==> src/rtl/mux8_scan_capture.sv <==
// Scans an external 8:1 mux one select at a time and assembles the captured byte.
// Optional y/w consistency checking is enabled with `define MUX_CHECK_W_EN.
module mux8_scan_capture #(
    parameter int unsigned SETTLE_CYC = 2
) (
    input  logic       clk,
    input  logic       rst,
    input  logic       start,
    input  logic       y,
    input  logic       w,
    input  logic       ack,
    output logic       g,
    output logic       a,
    output logic       b,
    output logic       c,
    output logic [7:0] data,
    output logic       valid,
    output logic       busy,
    output logic       err
);

    localparam logic [3:0] SETTLE_LD = 4'(SETTLE_CYC);

    typedef enum logic [1:0] {
        IDLE,
        SETTLE,
        SAMPLE,
        DONE
    } state_t;

    state_t     state, state_nxt;
    logic [2:0] sel, sel_nxt;
    logic [3:0] cnt, cnt_nxt;
    logic [7:0] cap, cap_nxt;
    logic [7:0] data_nxt;

    always_ff @(posedge clk) begin
        if (rst) begin
            state <= IDLE;
            sel   <= '0;
            cnt   <= '0;
            cap   <= '0;
            data  <= '0;
        end else begin
            state <= state_nxt;
            sel   <= sel_nxt;
            cnt   <= cnt_nxt;
            cap   <= cap_nxt;
            data  <= data_nxt;
        end
    end

    always_comb begin
        state_nxt = state;
        sel_nxt   = sel;
        cnt_nxt   = cnt;
        cap_nxt   = cap;
        data_nxt  = data;
        case (state)
            IDLE: begin
                if (start) begin
                    state_nxt = SETTLE;
                    sel_nxt   = '0;
                    cnt_nxt   = SETTLE_LD;
                    cap_nxt   = '0;
                end
            end
            SETTLE: begin
                cnt_nxt = cnt - 4'd1;
                if (cnt <= 4'd1) begin
                    state_nxt = SAMPLE;
                end
            end
            SAMPLE: begin
                cap_nxt[sel] = y;
                if (sel != 3'd7) begin
                    sel_nxt   = sel + 3'd1;
                    cnt_nxt   = SETTLE_LD;
                    state_nxt = SETTLE;
                end else begin
                    // Bit 7 lands in cap on this same edge, so data takes the updated value.
                    state_nxt = DONE;
                    sel_nxt   = '0;
                    data_nxt  = cap_nxt;
                end
            end
            DONE: begin
                if (ack) begin
                    state_nxt = IDLE;
                end
            end
            default: state_nxt = IDLE;
        endcase
    end

    assign busy      = (state == SETTLE) || (state == SAMPLE);
    assign g         = ~busy;
    assign valid     = (state == DONE);
    assign {c, b, a} = sel;

`ifdef MUX_CHECK_W_EN
    logic err_q;

    // Sticky per frame; a healthy mux always presents w as the complement of y.
    always_ff @(posedge clk) begin
        if (rst) begin
            err_q <= 1'b0;
        end else if (state == IDLE && start) begin
            err_q <= 1'b0;
        end else if (state == SAMPLE && w == y) begin
            err_q <= 1'b1;
        end
    end

    assign err = err_q;
`else
    logic unused_w;
    assign unused_w = w;
    assign err      = 1'b0;
`endif

endmodule

==> config.mk <==
export PLATFORM = sky130hd
export DESIGN_NAME = mux8_scan_capture
export DESIGN_NICKNAME = d
export VERILOG_FILES = /design/src/rtl/mux8_scan_capture.sv
export SDC_FILE = /design/constraint.sdc
export NUM_CORES = 1
export LEC_CHECK = 0
export ABC_AREA = 0
export CELL_PAD_IN_SITES_DETAIL_PLACEMENT = 0
export CELL_PAD_IN_SITES_GLOBAL_PLACEMENT = 2
export CORE_MARGIN = 10
export CORE_UTILIZATION = 31
export DETAILED_ROUTE_END_ITERATION = 12
export PLACE_DENSITY_LB_ADDON = 0.25
export SETUP_SLACK_MARGIN = 0.1
export SLEW_MARGIN = 20
export SYNTH_ARGS = -nofsm -noshare
export SYNTH_HDL_FRONTEND = slang
export SYNTH_SLANG_ARGS = --single-unit
==> constraint.sdc <==
create_clock -name clk -period 1.6 [get_ports clk]
set_clock_uncertainty 0.2 [all_clocks]
set_input_delay 0.48 -clock clk [delete_from_list [all_inputs] [get_ports clk]]
set_output_delay 0.48 -clock clk [all_outputs]
set_load 0.01 [all_outputs]
==> impl_metrics.ini <==
[run_status]
status = finished with violations
violations = negative setup slack

[power]
peakVddDrop_uv = 687
internal-power_mw = 1.66
seqPwrFrac_pct = 28.9
power_mw = 2.63
p_sw_mw = 0.971
clkPwrFrac_pct = 14.6
switching_share_pct = 36.9
leakagePower_nw = 0.874
p_per_area_nw_per_um2 = 1190
p_comb_share_pct = 56.5

[critical_path]
path_buf_inv = 3
end_kind = primary output
crit_chain = inv_4 -> ha_4 -> inv_2 -> buf_6
path_class = flop to primary output
crit_fanout = 2
critical-path-top-delay-family = flip-flops
startpoint_type = flop
crit_required_ns = 0.92
slowest_delay_ns = 0.38
critPathSlowestCell = dfxtp_4
arrival_ns = 1.07

[sta]
setup_ws_ns = -0.153
setup_viol = 15
rsz0062_at_grt = yes
max_freq_mhz = 571
maxSlewViolCount = 0
period_needed_ns = 1.75
fin_crit_sh_pct = 110
hold_viol = 0

[detailed_routing]
drc = 0
ant_nets = 0
drt-vias-per-instance = 4.91
routed_wl_mm = 3.97
wl_met1_mm = 1.85
wl_per_cell_um = 15.0
wl_met3_um = 236
dr.pass1.iters = 4
wl_met2_mm = 1.88
via_count = 1296
dr.max_layer_used = met3
first_iter_violations = 74

[synth]
synth_simple_gate_area_share_pct = 23.1
synth_edf_count = 0
synthMostInstantiatedCell = dfxtp_1
syn_area_um2 = 1500
synth_area_leader_cell = dfxtp_1
synthXorXnorAreaFrac_pct = 0
avgSynthCellArea_um2 = 9.82
ys.flop_type = dfxtp_1
yosys_warnings = 0
ys_async_sr_fraction_pct = 0
ys_ff_latch = 25
syn-num-nets = 167
synth_compound_area_share_pct = 20.8
synth.area.mux_share_pct = 6.00
synthCells = 153
seq_area_frac_synth_pct = 33.3
synth_cell_types = 40
synthTopCellsByCount = dfxtp_1 (25), nor2_1 (15), mux2i_1 (9), a21oi_1 (8), ha_1 (8)
yosysTopAreaCellShare_pct = 33.3
synthAdderAreaFrac_pct = 6.66
synth_top_family_by_area = simple AND/OR/NAND/NOR gates
synth_area_leaders = dfxtp_1 (33%), ha_1 (6.7%), mux2i_1 (6.0%), buf_6 (4.5%), nor2_1 (3.7%)

[clock_network]
clock-root-buffer = clkbuf_8
htreeDepth = 1
clock_latency_ns = 0.27
cts_inserted_buffers = 3
ctsHoldBuffers = 0
clock_path_buffers = 2
clk_pin_slew_ns = 0.10
cts_tree = built
clock_sinks = 25

[global_route]
grt_max_degree = 20
grt_pass1_wl_mm = 6.10
gr-usage-all-layers_pct = 9.73
overflow = 0
antenna_found_initial = 0
first_global_vias = 1226

[finish]
area_delta_synth_final_pct = 47.5
finalInstanceArea_um2 = 2220
nets = 212
fin_cells = 264
drive_above_1_share_pct = 58.9
diodes = 0

[placed_design]
dp_cells = 244
dpl.hpwl_mm = 2.45
dp_slack_ns = -0.379
place_area_um2 = 1900
finalWeightedCongestion = 0.791
numPortBuffers = 18

[floorplan]
start_util_pct = 31.8
core_area_um2 = 4720
die-area_um2 = 8030
rows = 25
dieWidth_um = 89.6
ios = 21
chipHeight_um = 89.6

[hold_path]
hp-class = flop to flop

[job]
maxCapViolCount = 0
==> power by group through the flow <==
stage | sequential, mW | combinational, mW | clock, mW
after CTS | 0.757 | 1.41 | 0.398
after global placement | 0.768 | 1.10 | 0
after global routing | 0.775 | 1.61 | 0.415
after detailed placement | 0.770 | 1.12 | 0
after floorplan | 0.778 | 0.725 | 0
final | 0.761 | 1.49 | 0.384
==> metal layers <==
layer | global-route usage (%) | vias up
met5 | 0 | -
met4 | 1.88 | 0
met3 | 2.62 | 0
met2 | 15.2 | 22
met1 | 13.1 | 633
li1 | - | 641
==> tightest hold or removal path: cells and delay by family (launching register included) <==
| kind | cells | cell delay, ns |
|---|---|---|
| and+or+nand+nor | 1 | 0.06 |
| DFF | 1 | 0.33 |
| AOI/OAI and AO/OA | 1 | 0.06 |
==> through the flow <==
step	TNS [ns]	utilization, %	hold WS, ns
global placement	-7.21	40.2	0.270
detailed placement	-7.61	40.2	0.288
global route	-2.12	46.9	0.302
finish	-1.00	46.9	0.291
CTS	-1.05	45.2	0.292
floorplan	0	-	0.270
==> timing repair <==
action                     CTS  global route
setup endpoints to repair   39            29
buffers inserted            11             2
gates cloned                 3             0
resized for setup           98            12
hold endpoints to repair     0             0
pin swaps                   21             7
==> placed cells by master, fill, tap and decap left out, types with 4 or more instances in the layout <==
master     n
nand3b_1   6
mux2i_1    8
nand2_1    5
buf_2     11
ha_4       6
a21oi_1    6
buf_6     10
a211oi_2   9
a22oi_2    6
nand4_1    4
dfxtp_1   12
nor2_1    14
dfxtp_2   10
buf_4     24
nand3_1    4
==> layout make-up <==
cell class,count,area [µm²]
timing repair buffer,53,479
tap,67,83.8
clock inverter,1,5.00
clock buffer,3,41.3
fill,461,2510
sequential,25,524
multi-input combinational,109,1060
inverter,6,25.0
==> sequential cells by signal (all words and copies together) (netlist names) <==
name,count
cap,8
data,8
cnt,4
sel,3
state,2
==> cell families after synthesis <==
kind of cell             count (synthesis)
AND/OR/NAND/NOR                         53
AO/OA/AOI/OAI                           37
flip-flops                              25
buffers and inverters                   20
multiplexers                             9
adder cells (fa/ha/maj)                  8
other                                    1
==> path summary, 6_finish.rpt <==
kind | slack (ns) | startpoint | endpoint | cells after the start
worst max-delay path | -0.15 | state[0] | g | 4
worst min-delay path | 0.29 | cap[7] | cap[7] | 2
worst max register to register | -0.09 | state[0] | cap[1] | 7
worst min register to register | 0.29 | cap[7] | cap[7] | 2
No activity file was read; power rests on OpenSTA's default activity.
